**src/rtl/abp_pkg.sv**
```systemverilog
// abp_pkg: shared arbiter state, port indices and beat width for the ABP link
package abp_pkg;
  localparam int ACK_PORT = 0;
  localparam int DATA_PORT = 1;
  localparam int BEAT_W = 8;
  typedef enum logic [1:0] {
    ST_IDLE   = 2'b00,
    ST_GRANT0 = 2'b01,
    ST_GRANT1 = 2'b10
  } arb_state_t;
  function automatic logic [1:0] grant_of(arb_state_t s);
    return s == ST_GRANT0 ? 2'b01 : s == ST_GRANT1 ? 2'b10 : 2'b00;
  endfunction
endpackage

```
**src/rtl/abp_stall_watchdog.sv**
```systemverilog
// abp_stall_watchdog: saturating count of idle beats on the owning stream, sticky error at the limit
module abp_stall_watchdog #(
  parameter int STALL_LIMIT = 16
) (
  input  logic clk,
  input  logic rst,
  input  logic i_active,
  input  logic i_tvalid,
  output logic o_stall_err
);
  localparam int CW = $clog2(STALL_LIMIT + 1);
  logic [CW-1:0] r_cnt, w_cnt_nxt;
  logic r_err;
  always_comb w_cnt_nxt = (!i_active || i_tvalid) ? '0 :
                          (r_cnt == CW'(STALL_LIMIT)) ? r_cnt : r_cnt + 1'b1;
  always_ff @(posedge clk or posedge rst)
    if (rst) begin
      r_cnt <= '0;
      r_err <= 1'b0;
    end else begin
      r_cnt <= w_cnt_nxt;
      if (w_cnt_nxt == CW'(STALL_LIMIT)) r_err <= 1'b1;
    end
  assign o_stall_err = r_err;
endmodule

```
**src/rtl/abp_egress_arbiter.sv**
```systemverilog
// abp_egress_arbiter: packet-granular two-port AXI-Stream arbiter onto the shared ABP link
module abp_egress_arbiter
  import abp_pkg::*;
#(
  parameter int STALL_LIMIT = 16,
  parameter bit ACK_PRIORITY = 1'b1
) (
  input  logic              aclk,
  input  logic              areset,
  input  logic              s0_axis_tvalid,
  output logic              s0_axis_tready,
  input  logic              s0_axis_tlast,
  input  logic [BEAT_W-1:0] s0_axis_tdata,
  input  logic              s1_axis_tvalid,
  output logic              s1_axis_tready,
  input  logic              s1_axis_tlast,
  input  logic [BEAT_W-1:0] s1_axis_tdata,
  output logic              m_axis_tvalid,
  input  logic              m_axis_tready,
  output logic              m_axis_tlast,
  output logic [BEAT_W-1:0] m_axis_tdata,
  output logic [1:0]        grant,
  output logic              busy,
  output logic              stall_err,
  output logic [15:0]       pkt_cnt0,
  output logic [15:0]       pkt_cnt1
);
  arb_state_t r_state;
  logic r_armed, r_last;
  logic [15:0] r_cnt0, r_cnt1;
  logic w_g0, w_g1, w_gvalid, w_done, w_pick1;
  always_comb begin
    w_g0 = r_state == ST_GRANT0;
    w_g1 = r_state == ST_GRANT1;
    w_gvalid = w_g0 ? s0_axis_tvalid : w_g1 ? s1_axis_tvalid : 1'b0;
    m_axis_tvalid = w_gvalid;
    m_axis_tlast = w_g0 ? s0_axis_tlast : w_g1 ? s1_axis_tlast : 1'b0;
    m_axis_tdata = w_g0 ? s0_axis_tdata : w_g1 ? s1_axis_tdata : '0;
    s0_axis_tready = w_g0 & m_axis_tready;
    s1_axis_tready = w_g1 & m_axis_tready;
    w_done = w_gvalid & m_axis_tready & m_axis_tlast;
    // On a tie in round-robin mode the port that did not own the last packet wins
    w_pick1 = s1_axis_tvalid & (!s0_axis_tvalid | (!ACK_PRIORITY & !r_last));
  end
  // r_armed holds off arbitration for one edge after reset release
  always_ff @(posedge aclk or posedge areset)
    if (areset) begin
      r_state <= ST_IDLE;
      r_armed <= 1'b0;
      r_last <= 1'(DATA_PORT);
      r_cnt0 <= '0;
      r_cnt1 <= '0;
    end else begin
      r_armed <= 1'b1;
      if (r_state == ST_IDLE) begin
        if (r_armed && (s0_axis_tvalid || s1_axis_tvalid))
          r_state <= w_pick1 ? ST_GRANT1 : ST_GRANT0;
      end else if (w_done) begin
        r_state <= ST_IDLE;
        r_last <= w_g1;
        if (w_g0) r_cnt0 <= r_cnt0 + 16'd1;
        else r_cnt1 <= r_cnt1 + 16'd1;
      end
    end
  abp_stall_watchdog #(.STALL_LIMIT(STALL_LIMIT)) u_wdog (
    .clk(aclk),
    .rst(areset),
    .i_active(w_g0 | w_g1),
    .i_tvalid(w_gvalid),
    .o_stall_err(stall_err)
  );
  assign grant = grant_of(r_state);
  assign busy = |grant;
  assign pkt_cnt0 = r_cnt0;
  assign pkt_cnt1 = r_cnt1;
endmodule

```
**config.mk**
```make
export PLATFORM = sky130hd
export DESIGN_NAME = abp_egress_arbiter
export DESIGN_NICKNAME = d
export VERILOG_FILES = /design/src/rtl/abp_pkg.sv /design/src/rtl/abp_stall_watchdog.sv /design/src/rtl/abp_egress_arbiter.sv
export SDC_FILE = /design/constraint.sdc
export NUM_CORES = 1
export LEC_CHECK = 0
export ABC_AREA = 1
export CAP_MARGIN = 20
export CORE_MARGIN = 1.5
export CORE_UTILIZATION = 44
export DETAILED_ROUTE_END_ITERATION = 7
export GPL_ROUTABILITY_DRIVEN = 0
export MAX_ROUTING_LAYER = met4
export PLACE_DENSITY = 0.77
export REMOVE_ABC_BUFFERS = 1
export SYNTH_ARGS = -nofsm -noshare
export SYNTH_HDL_FRONTEND = slang
export SYNTH_SLANG_ARGS = --single-unit
```
**constraint.sdc**
```tcl
create_clock -name aclk -period 1.91 [get_ports aclk]
set_clock_uncertainty 0.2 [all_clocks]
set_input_delay 0.382 -clock aclk [delete_from_list [all_inputs] [get_ports aclk]]
set_output_delay 0.382 -clock aclk [all_outputs]
set_load 0.02 [all_outputs]
```
==> results of run 1 <==
[sequential cells by signal (all words and copies together) (netlist names)]
signal and cells:
u_wdog.o_stall_err 1, pkt_cnt0 16, u_wdog.r_cnt 5, pkt_cnt1 16
r_state 2, r_armed 1
[timing repair]
item,4_1_cts,5_1_grt
resized for setup,180,22
pin swaps,32,13
buffers inserted,3,1
setup endpoints to repair,80,51
cloned,2,0
[layout make-up]
| cell class | count | area, sq um |
|---|---|---|
| sequential | 41 | 1026 |
| fill | 461 | 1690 |
| clock inverter | 2 | 10.01 |
| inverter | 42 | 167.7 |
| tap | 72 | 90.09 |
| clock buffer | 6 | 72.57 |
| multi-input combinational | 278 | 1575 |
| timing repair buffer | 102 | 1010 |
[where the power goes]
part / internal, mW / leakage, nW / switching, mW
registers: 0.940 / 0.556 / 0.0959
clock network: 0.254 / 0.0450 / 0.310
logic: 0.865 / 1.43 / 0.895
[layer usage]
layer,GRT usage,vias to the layer above,routed length [um]
met1,0.2527,1284,2902
met5,-,-,0
li1,-,1344,-
met3,0.03750,9,249
met4,0.06034,0,69
met2,0.4193,51,3682
[logic make-up after synthesis]
kind of cell,count (synthesis),synth area share
compound gates,21,0.05765
xor+xnor,22,0.07337
fa+ha+maj,9,0.04288
buf+inv,49,0.08289
flops,41,0.3907
other cells,1,0.001428
simple gates,225,0.3511
[worst paths after layout]
check	startpoint	endpoint	cells after the start
hold / removal	areset	pkt_cnt0[1]	3
setup reg to reg	r_state[1]	pkt_cnt0[0]	10
hold reg to reg	u_wdog.o_stall_err	u_wdog.o_stall_err	2
min in group aclk	u_wdog.o_stall_err	u_wdog.o_stall_err	2
setup / recovery	r_state[0]	m_axis_tdata[0]	6
max in group asynchronous	areset	pkt_cnt0[2]	3
[critical path, delay by kind of cell, from the launching register on]
kind	cells	cell delay [ns]
AOI/OAI and AO/OA	1	0.19
adders and majority gates	1	0.13
buffers and inverters	3	0.26
DFF	1	0.43
and+or+nand+nor	1	0.17
[metrics by stage]
stage | util | setup slack, ns | power [mW] | cell area, sq um
final | 0.7004 | -0.1566 | 3.360 | 3951
after global routing | 0.7004 | -0.2258 | 3.531 | 3951
after CTS | 0.6860 | -0.1697 | 3.257 | 3870
after detailed placement | 0.6378 | -0.3402 | 2.471 | 3598
after global placement | 0.6378 | -0.2831 | 2.439 | 3598
after floorplan | - | -0.4330 | 1.782 | 2567
[cells in the final DEF, fill, tap and decap left out]
cell	instances
nand2_1	119
dfrtp_1	41
inv_1	35
nand2_2	34
nor2_1	33
dlygate4sd2_1	29
buf_6	28
clkdlybuf4s50_1	25
nand3_1	19
buf_4	15
xnor2_1	12
xor2_1	10
a22o_1	8
nand4_1	6
o21ai_0	5
ha_1	5
clkbuf_8	5
inv_2	4
nand3_4	3
o21ai_1	3
nand2_4	3
nor3_1	3
ha_4	3
buf_12	3
inv_4	2
nand3_2	2
nor2_4	2
clkinv_2	2
a21boi_4	1
clkinv_4	1
o211ai_1	1
a21oi_1	1
o21ai_2	1
a21oi_2	1
nand3b_1	1
ha_2	1
clkbuf_1	1
buf_2	1
dlymetal6s2s_1	1
conb_1	1
==> run_summary.xml, run 1 <==
<?xml version="1.0" encoding="UTF-8"?>
<metrics>
  <group name="outcome">
    <metric name="outcome" unit="">finished, violations left</metric>
    <metric name="failed_checks" unit="">negative setup slack</metric>
  </group>
  <group name="yosys">
    <metric name="synth-edff-count" unit="">0</metric>
    <metric name="synth-main-ff-cell" unit="">dfrtp_1</metric>
    <metric name="synth.cell_area" unit="sq um">2626</metric>
    <metric name="yosys-top-cells-area" unit="">dfrtp_1, nand2_1, inv_1</metric>
    <metric name="ys_types" unit="">24</metric>
    <metric name="synth_sequential_area_ratio" unit="">0.3907</metric>
    <metric name="post-synth-top-area-fraction" unit="">0.3907</metric>
    <metric name="number_of_warnings_reported_in_the_yosys_synthesis_log" unit="">0</metric>
    <metric name="synthesis.instances" unit="">368</metric>
    <metric name="synthArstFlopShare" unit="">1.000</metric>
    <metric name="ys_seq_elements" unit="">41</metric>
    <metric name="list_of_most_frequent_post_synthesis_cells" unit="">nand2_1, dfrtp_1, inv_1, nor2_1, nand3_1</metric>
    <metric name="synth.most_common_cell" unit="">nand2_1</metric>
    <metric name="synth_largest_area_cell" unit="">dfrtp_1</metric>
    <metric name="mean_area_per_synthesized_cell" unit="sq um">7.137</metric>
  </group>
  <group name="timing">
    <metric name="fin_crit_period" unit="ns">2.067</metric>
    <metric name="report.final.slew_viol_count" unit="">0</metric>
    <metric name="finalHoldViolCount" unit="">0</metric>
    <metric name="final_min_period_over_clock_period" unit="">1.082</metric>
    <metric name="maxClockFrequency" unit="MHz">483.9</metric>
    <metric name="grt_setup_unrepaired" unit="">yes</metric>
    <metric name="min_setup_slack_post_route" unit="ns">-0.1566</metric>
    <metric name="setup_tns" unit="ns">-3.996</metric>
    <metric name="setup_viol" unit="">45</metric>
    <metric name="timing.hold.ws" unit="ns">0.2392</metric>
  </group>
  <group name="cts">
    <metric name="htreeDepth" unit="">2</metric>
    <metric name="cts.sink_count" unit="">41</metric>
    <metric name="tritoncts" unit="">built</metric>
    <metric name="root_buffer" unit="">clkbuf_8</metric>
    <metric name="cts-root-to-sink-buffers" unit="">2</metric>
    <metric name="cts-buffers-inserted" unit="">5</metric>
    <metric name="postCtsHoldBufs" unit="">0</metric>
    <metric name="clock_latency" unit="ns">0.30</metric>
    <metric name="clock_input_transition_at_the_sequential_cells_of_the_worst_setup_and_hold_paths" unit="ns">0.08</metric>
  </group>
  <group name="worst_setup_path">
    <metric name="path_class" unit="">reg -&gt; out</metric>
    <metric name="cp-end-kind" unit="">primary output</metric>
    <metric name="internal_reg_to_reg_setup_slack" unit="ns">-0.12</metric>
    <metric name="cp_cell_sequence" unit="">inv_2, ha_4, inv_2, nor2_4, a22o_1, buf_6</metric>
    <metric name="critPathMaxFanout" unit="">8</metric>
    <metric name="cpPeakStageDelay" unit="ns">0.43</metric>
    <metric name="critical_path_arrival" unit="ns">1.48</metric>
    <metric name="cp_data_required_time" unit="ns">1.33</metric>
    <metric name="crit_path_top_delay_cell" unit="">dfrtp_1</metric>
    <metric name="critPathLaunchType" unit="">register</metric>
    <metric name="cp_common_cell" unit="">inv_2</metric>
  </group>
  <group name="drt">
    <metric name="vias" unit="">2688</metric>
    <metric name="finalWirelength" unit="um">6903</metric>
    <metric name="detailedRoute.firstPassIterationCount" unit="">4</metric>
    <metric name="drc" unit="">0</metric>
    <metric name="antenna_left" unit="">0</metric>
    <metric name="avgRoutedWirePerCell" unit="um">12.71</metric>
    <metric name="drt-initial-drc-count" unit="">99</metric>
    <metric name="vias_per_cell" unit="">4.950</metric>
  </group>
  <group name="global_route">
    <metric name="grt_max_degree" unit="">42</metric>
    <metric name="antenna_found_initial" unit="">0</metric>
    <metric name="vias_in_the_first_global_route" unit="">2516</metric>
    <metric name="grt_remaining_overflow" unit="">0</metric>
    <metric name="grt_first_pass_wirelength" unit="um">11280</metric>
    <metric name="grt.total_usage" unit="">0.2274</metric>
  </group>
  <group name="cells_and_area">
    <metric name="final_cells" unit="">543</metric>
    <metric name="area_delta_synth_final" unit="%">50.45</metric>
    <metric name="num-nets-final" unit="">502</metric>
    <metric name="drive_above_1_share" unit="">0.2378</metric>
    <metric name="antenna-diode-count" unit="">0</metric>
  </group>
  <group name="floorplan">
    <metric name="die-area" unit="sq um">6441</metric>
    <metric name="start_util" unit="">0.4655</metric>
    <metric name="rows" unit="">27</metric>
    <metric name="die_w" unit="um">80.26</metric>
    <metric name="ios" unit="">71</metric>
    <metric name="dieHeight" unit="um">80.26</metric>
    <metric name="core_area" unit="sq um">5642</metric>
  </group>
  <group name="place">
    <metric name="hpwlAfterDp" unit="um">4873</metric>
    <metric name="numPortBuffers" unit="">70</metric>
    <metric name="place_inst" unit="">530</metric>
  </group>
  <group name="power">
    <metric name="vdd_drop_max" unit="V">0.0006235</metric>
    <metric name="power.density_cell_area" unit="nW/um^2">850.3</metric>
    <metric name="p_leak" unit="nW">2.033</metric>
  </group>
  <group name="min_path">
    <metric name="worstHoldPathType" unit="">in -&gt; async</metric>
  </group>
  <group name="flow_run">
    <metric name="drv.max_cap_violation_count" unit="">0</metric>
  </group>
</metrics>
Note: power is estimated with default switching activity, not from simulation.
==> run 2: changes to the inputs <==
--- a/config.mk
+++ b/config.mk
@@ -5,15 +5,16 @@
 export SDC_FILE = /design/constraint.sdc
 export NUM_CORES = 1
 export LEC_CHECK = 0
-export ABC_AREA = 1
 export CAP_MARGIN = 20
 export CORE_MARGIN = 1.5
-export CORE_UTILIZATION = 44
+export CORE_UTILIZATION = 41
+export CTS_CLUSTER_SIZE = 40
 export DETAILED_ROUTE_END_ITERATION = 7
 export GPL_ROUTABILITY_DRIVEN = 0
 export MAX_ROUTING_LAYER = met4
-export PLACE_DENSITY = 0.77
+export PLACE_DENSITY = 0.75
 export REMOVE_ABC_BUFFERS = 1
 export SYNTH_ARGS = -nofsm -noshare
 export SYNTH_HDL_FRONTEND = slang
 export SYNTH_SLANG_ARGS = --single-unit
+export TNS_END_PERCENT = 30
==> run_summary.xml, run 2 <==
<?xml version="1.0" encoding="UTF-8"?>
<metrics>
  <group name="outcome">
    <metric name="outcome" unit="">finished, violations left</metric>
    <metric name="failed_checks" unit="">negative setup slack</metric>
  </group>
  <group name="cells_and_area">
    <metric name="n_fill_cell" unit="">393</metric>
    <metric name="area_delta_synth_final" unit="%">61.38</metric>
    <metric name="most-common-layout-cells" unit="">dfrtp_1, buf_4, clkdlybuf4s50_1</metric>
    <metric name="most_common_cell_after_layout_fill_and_taps_aside" unit="">dfrtp_1</metric>
    <metric name="drive_above_1_share" unit="">0.2785</metric>
    <metric name="final_design_area_no_fill" unit="sq um">3513</metric>
    <metric name="antenna-diode-count" unit="">0</metric>
    <metric name="num-nets-final" unit="">348</metric>
  </group>
  <group name="timing">
    <metric name="report.final.slew_viol_count" unit="">0</metric>
    <metric name="setup_tns" unit="ns">-5.446</metric>
    <metric name="min_setup_slack_post_route" unit="ns">-0.2694</metric>
    <metric name="finalHoldViolCount" unit="">0</metric>
    <metric name="fin_crit_period" unit="ns">2.179</metric>
    <metric name="grt_setup_unrepaired" unit="">yes</metric>
    <metric name="final_min_period_over_clock_period" unit="">1.141</metric>
    <metric name="timing.hold.ws" unit="ns">0.2320</metric>
    <metric name="maxClockFrequency" unit="MHz">458.8</metric>
    <metric name="setup_viol" unit="">44</metric>
  </group>
  <group name="yosys">
    <metric name="synth-edff-count" unit="">0</metric>
    <metric name="post-synth-top-area-fraction" unit="">0.4713</metric>
    <metric name="mean_area_per_synthesized_cell" unit="sq um">10.42</metric>
    <metric name="synth.most_common_cell" unit="">dfrtp_1</metric>
    <metric name="ys_seq_elements" unit="">41</metric>
    <metric name="ys_types" unit="">38</metric>
    <metric name="synth_sequential_area_ratio" unit="">0.4713</metric>
    <metric name="synthArstFlopShare" unit="">1.000</metric>
    <metric name="synth-main-ff-cell" unit="">dfrtp_1</metric>
    <metric name="synth.cell_area" unit="sq um">2177</metric>
    <metric name="synth_largest_area_cell" unit="">dfrtp_1</metric>
    <metric name="list_of_most_frequent_post_synthesis_cells" unit="">dfrtp_1, xnor2_1, inv_1, nand4_1, xor2_1</metric>
    <metric name="synthesis.instances" unit="">209</metric>
    <metric name="yosys-top-cells-area" unit="">dfrtp_1, xnor2_1, xor2_1</metric>
    <metric name="number_of_warnings_reported_in_the_yosys_synthesis_log" unit="">0</metric>
  </group>
  <group name="drt">
    <metric name="highest-signal-layer" unit="">met4</metric>
    <metric name="drt-initial-drc-count" unit="">97</metric>
    <metric name="vias" unit="">1984</metric>
    <metric name="met1_routed_length" unit="um">2550</metric>
    <metric name="vias_per_cell" unit="">5.140</metric>
    <metric name="detailedRoute.firstPassIterationCount" unit="">4</metric>
    <metric name="met3RoutedLength" unit="um">210</metric>
    <metric name="antenna_left" unit="">0</metric>
    <metric name="wl_met2" unit="um">2985</metric>
    <metric name="drc" unit="">0</metric>
    <metric name="avgRoutedWirePerCell" unit="um">15.10</metric>
    <metric name="finalWirelength" unit="um">5829</metric>
  </group>
  <group name="floorplan">
    <metric name="ios" unit="">71</metric>
    <metric name="rows" unit="">26</metric>
    <metric name="die_w" unit="um">75.87</metric>
    <metric name="core_area" unit="sq um">5107</metric>
    <metric name="start_util" unit="">0.4263</metric>
    <metric name="die-area" unit="sq um">5756</metric>
    <metric name="dieHeight" unit="um">75.87</metric>
  </group>
  <group name="worst_setup_path">
    <metric name="critPathLaunchType" unit="">register</metric>
    <metric name="cpPeakStageDelay" unit="ns">0.44</metric>
    <metric name="critical_path_arrival" unit="ns">1.60</metric>
    <metric name="crit_path_top_delay_cell" unit="">dfrtp_1</metric>
    <metric name="cp_data_required_time" unit="ns">1.33</metric>
    <metric name="path_class" unit="">reg -&gt; out</metric>
    <metric name="critPathMaxFanout" unit="">7</metric>
    <metric name="path_buf_inv" unit="">3</metric>
    <metric name="cp-end-kind" unit="">primary output</metric>
    <metric name="cp_cell_sequence" unit="">ha_4, buf_4, buf_16, a22o_1, buf_6</metric>
    <metric name="timing.critical_path.max_delay_family" unit="">flip-flops</metric>
  </group>
  <group name="cts">
    <metric name="postCtsHoldBufs" unit="">0</metric>
    <metric name="root_buffer" unit="">clkbuf_8</metric>
    <metric name="clock_input_transition_at_the_sequential_cells_of_the_worst_setup_and_hold_paths" unit="ns">0.08</metric>
    <metric name="cts-root-to-sink-buffers" unit="">2</metric>
    <metric name="htreeDepth" unit="">2</metric>
    <metric name="tritoncts" unit="">built</metric>
    <metric name="clock_latency" unit="ns">0.30</metric>
    <metric name="cts.sink_count" unit="">41</metric>
    <metric name="cts-buffers-inserted" unit="">5</metric>
  </group>
  <group name="power">
    <metric name="power.density_cell_area" unit="nW/um^2">1008</metric>
    <metric name="totalPowerFinal" unit="mW">3.541</metric>
    <metric name="p_leak" unit="nW">1.885</metric>
    <metric name="vdd_drop_max" unit="V">0.0006967</metric>
  </group>
  <group name="global_route">
    <metric name="grt.total_usage" unit="">0.2236</metric>
    <metric name="grt_first_pass_wirelength" unit="um">9321</metric>
    <metric name="antenna_found_initial" unit="">0</metric>
    <metric name="vias_in_the_first_global_route" unit="">1903</metric>
    <metric name="grt_max_degree" unit="">42</metric>
    <metric name="grt_remaining_overflow" unit="">0</metric>
  </group>
  <group name="place">
    <metric name="hpwlAfterDp" unit="um">3725</metric>
    <metric name="pre_cts_ws" unit="ns">-0.7131</metric>
    <metric name="detailed_place.area" unit="sq um">3153</metric>
    <metric name="numPortBuffers" unit="">70</metric>
  </group>
  <group name="flow_run">
    <metric name="drv.max_cap_violation_count" unit="">0</metric>
  </group>
  <group name="min_path">
    <metric name="worstHoldPathType" unit="">in -&gt; async</metric>
  </group>
</metrics>
[run 2: report_power, final]
group          internal (mW)  switching [mW]
Clock                  0.380           0.303
Combinational          0.979           0.854
Sequential             0.938          0.0858
[run 2: cells by family (layout without fill, tap and decap cells)]
kind of cell               Yosys count  count (layout)  share of synthesized area
and+or+nand+nor                     82              83                     0.2213
DFF                                 41              41                     0.4713
muxes                                2               2                    0.01034
buffers and inverters               24             130                    0.04540
other                                1               1                   0.001722
xor gates and xnor gates            33              33                     0.1328
adders and majority gates            9               9                    0.05173
AOI/OAI and AO/OA                   17              17                    0.06552
[run 2: timing repair]
action,CTS,global route
buffers inserted,7,2
pin swaps,18,9
endpoints found under the setup margin,66,60
cloned,2,0
gates resized for setup,138,16
[run 2: layer usage]
metal | global-route usage | vias to the layer above
met4 | 0.06746 | 0
met1 | 0.2730 | 989
li1 | - | 944
met3 | 0.04233 | 8
met5 | - | -
met2 | 0.3749 | 43
[run 2: worst min-delay path, cell delays in order]
cell	delay [ns]
clkdlybuf4s50_1	0.39
inv_1	0.09
buf_12	0.23
[run 2: worst paths after layout]
kind	cells after the start	from	end	slack (ns)
worst min register to register	1	pkt_cnt0[15]	pkt_cnt0[15]	0.27
worst max-delay path	5	r_state[0]	m_axis_tdata[5]	-0.27
min in group aclk	1	pkt_cnt0[15]	pkt_cnt0[15]	0.27
worst min-delay path	3	areset	pkt_cnt0[3]	0.23
max in group asynchronous	3	areset	r_state[1]	1.07
worst max register to register	6	r_state[0]	pkt_cnt1[11]	-0.25
[run 2: final cells by class]
cell class	count	area, sq um	share of cell area
clock buffer	5	68.82	0.01959
clock inverter	2	35.03	0.009972
inverter	15	56.30	0.01603
multi-input combinational	145	1176	0.3348
sequential	41	1026	0.2920
tap	70	87.58	0.02493
timing repair buffer	108	1064	0.3027
[run 2: through the flow]
step | instances | utilization
2_1_floorplan | 200 | -
3_3_place_gp | 369 | 0.6173
3_5_place_dp | 369 | 0.6173
4_1_cts | 385 | 0.6801
5_1_grt | 386 | 0.6879
6_report | 386 | 0.6879
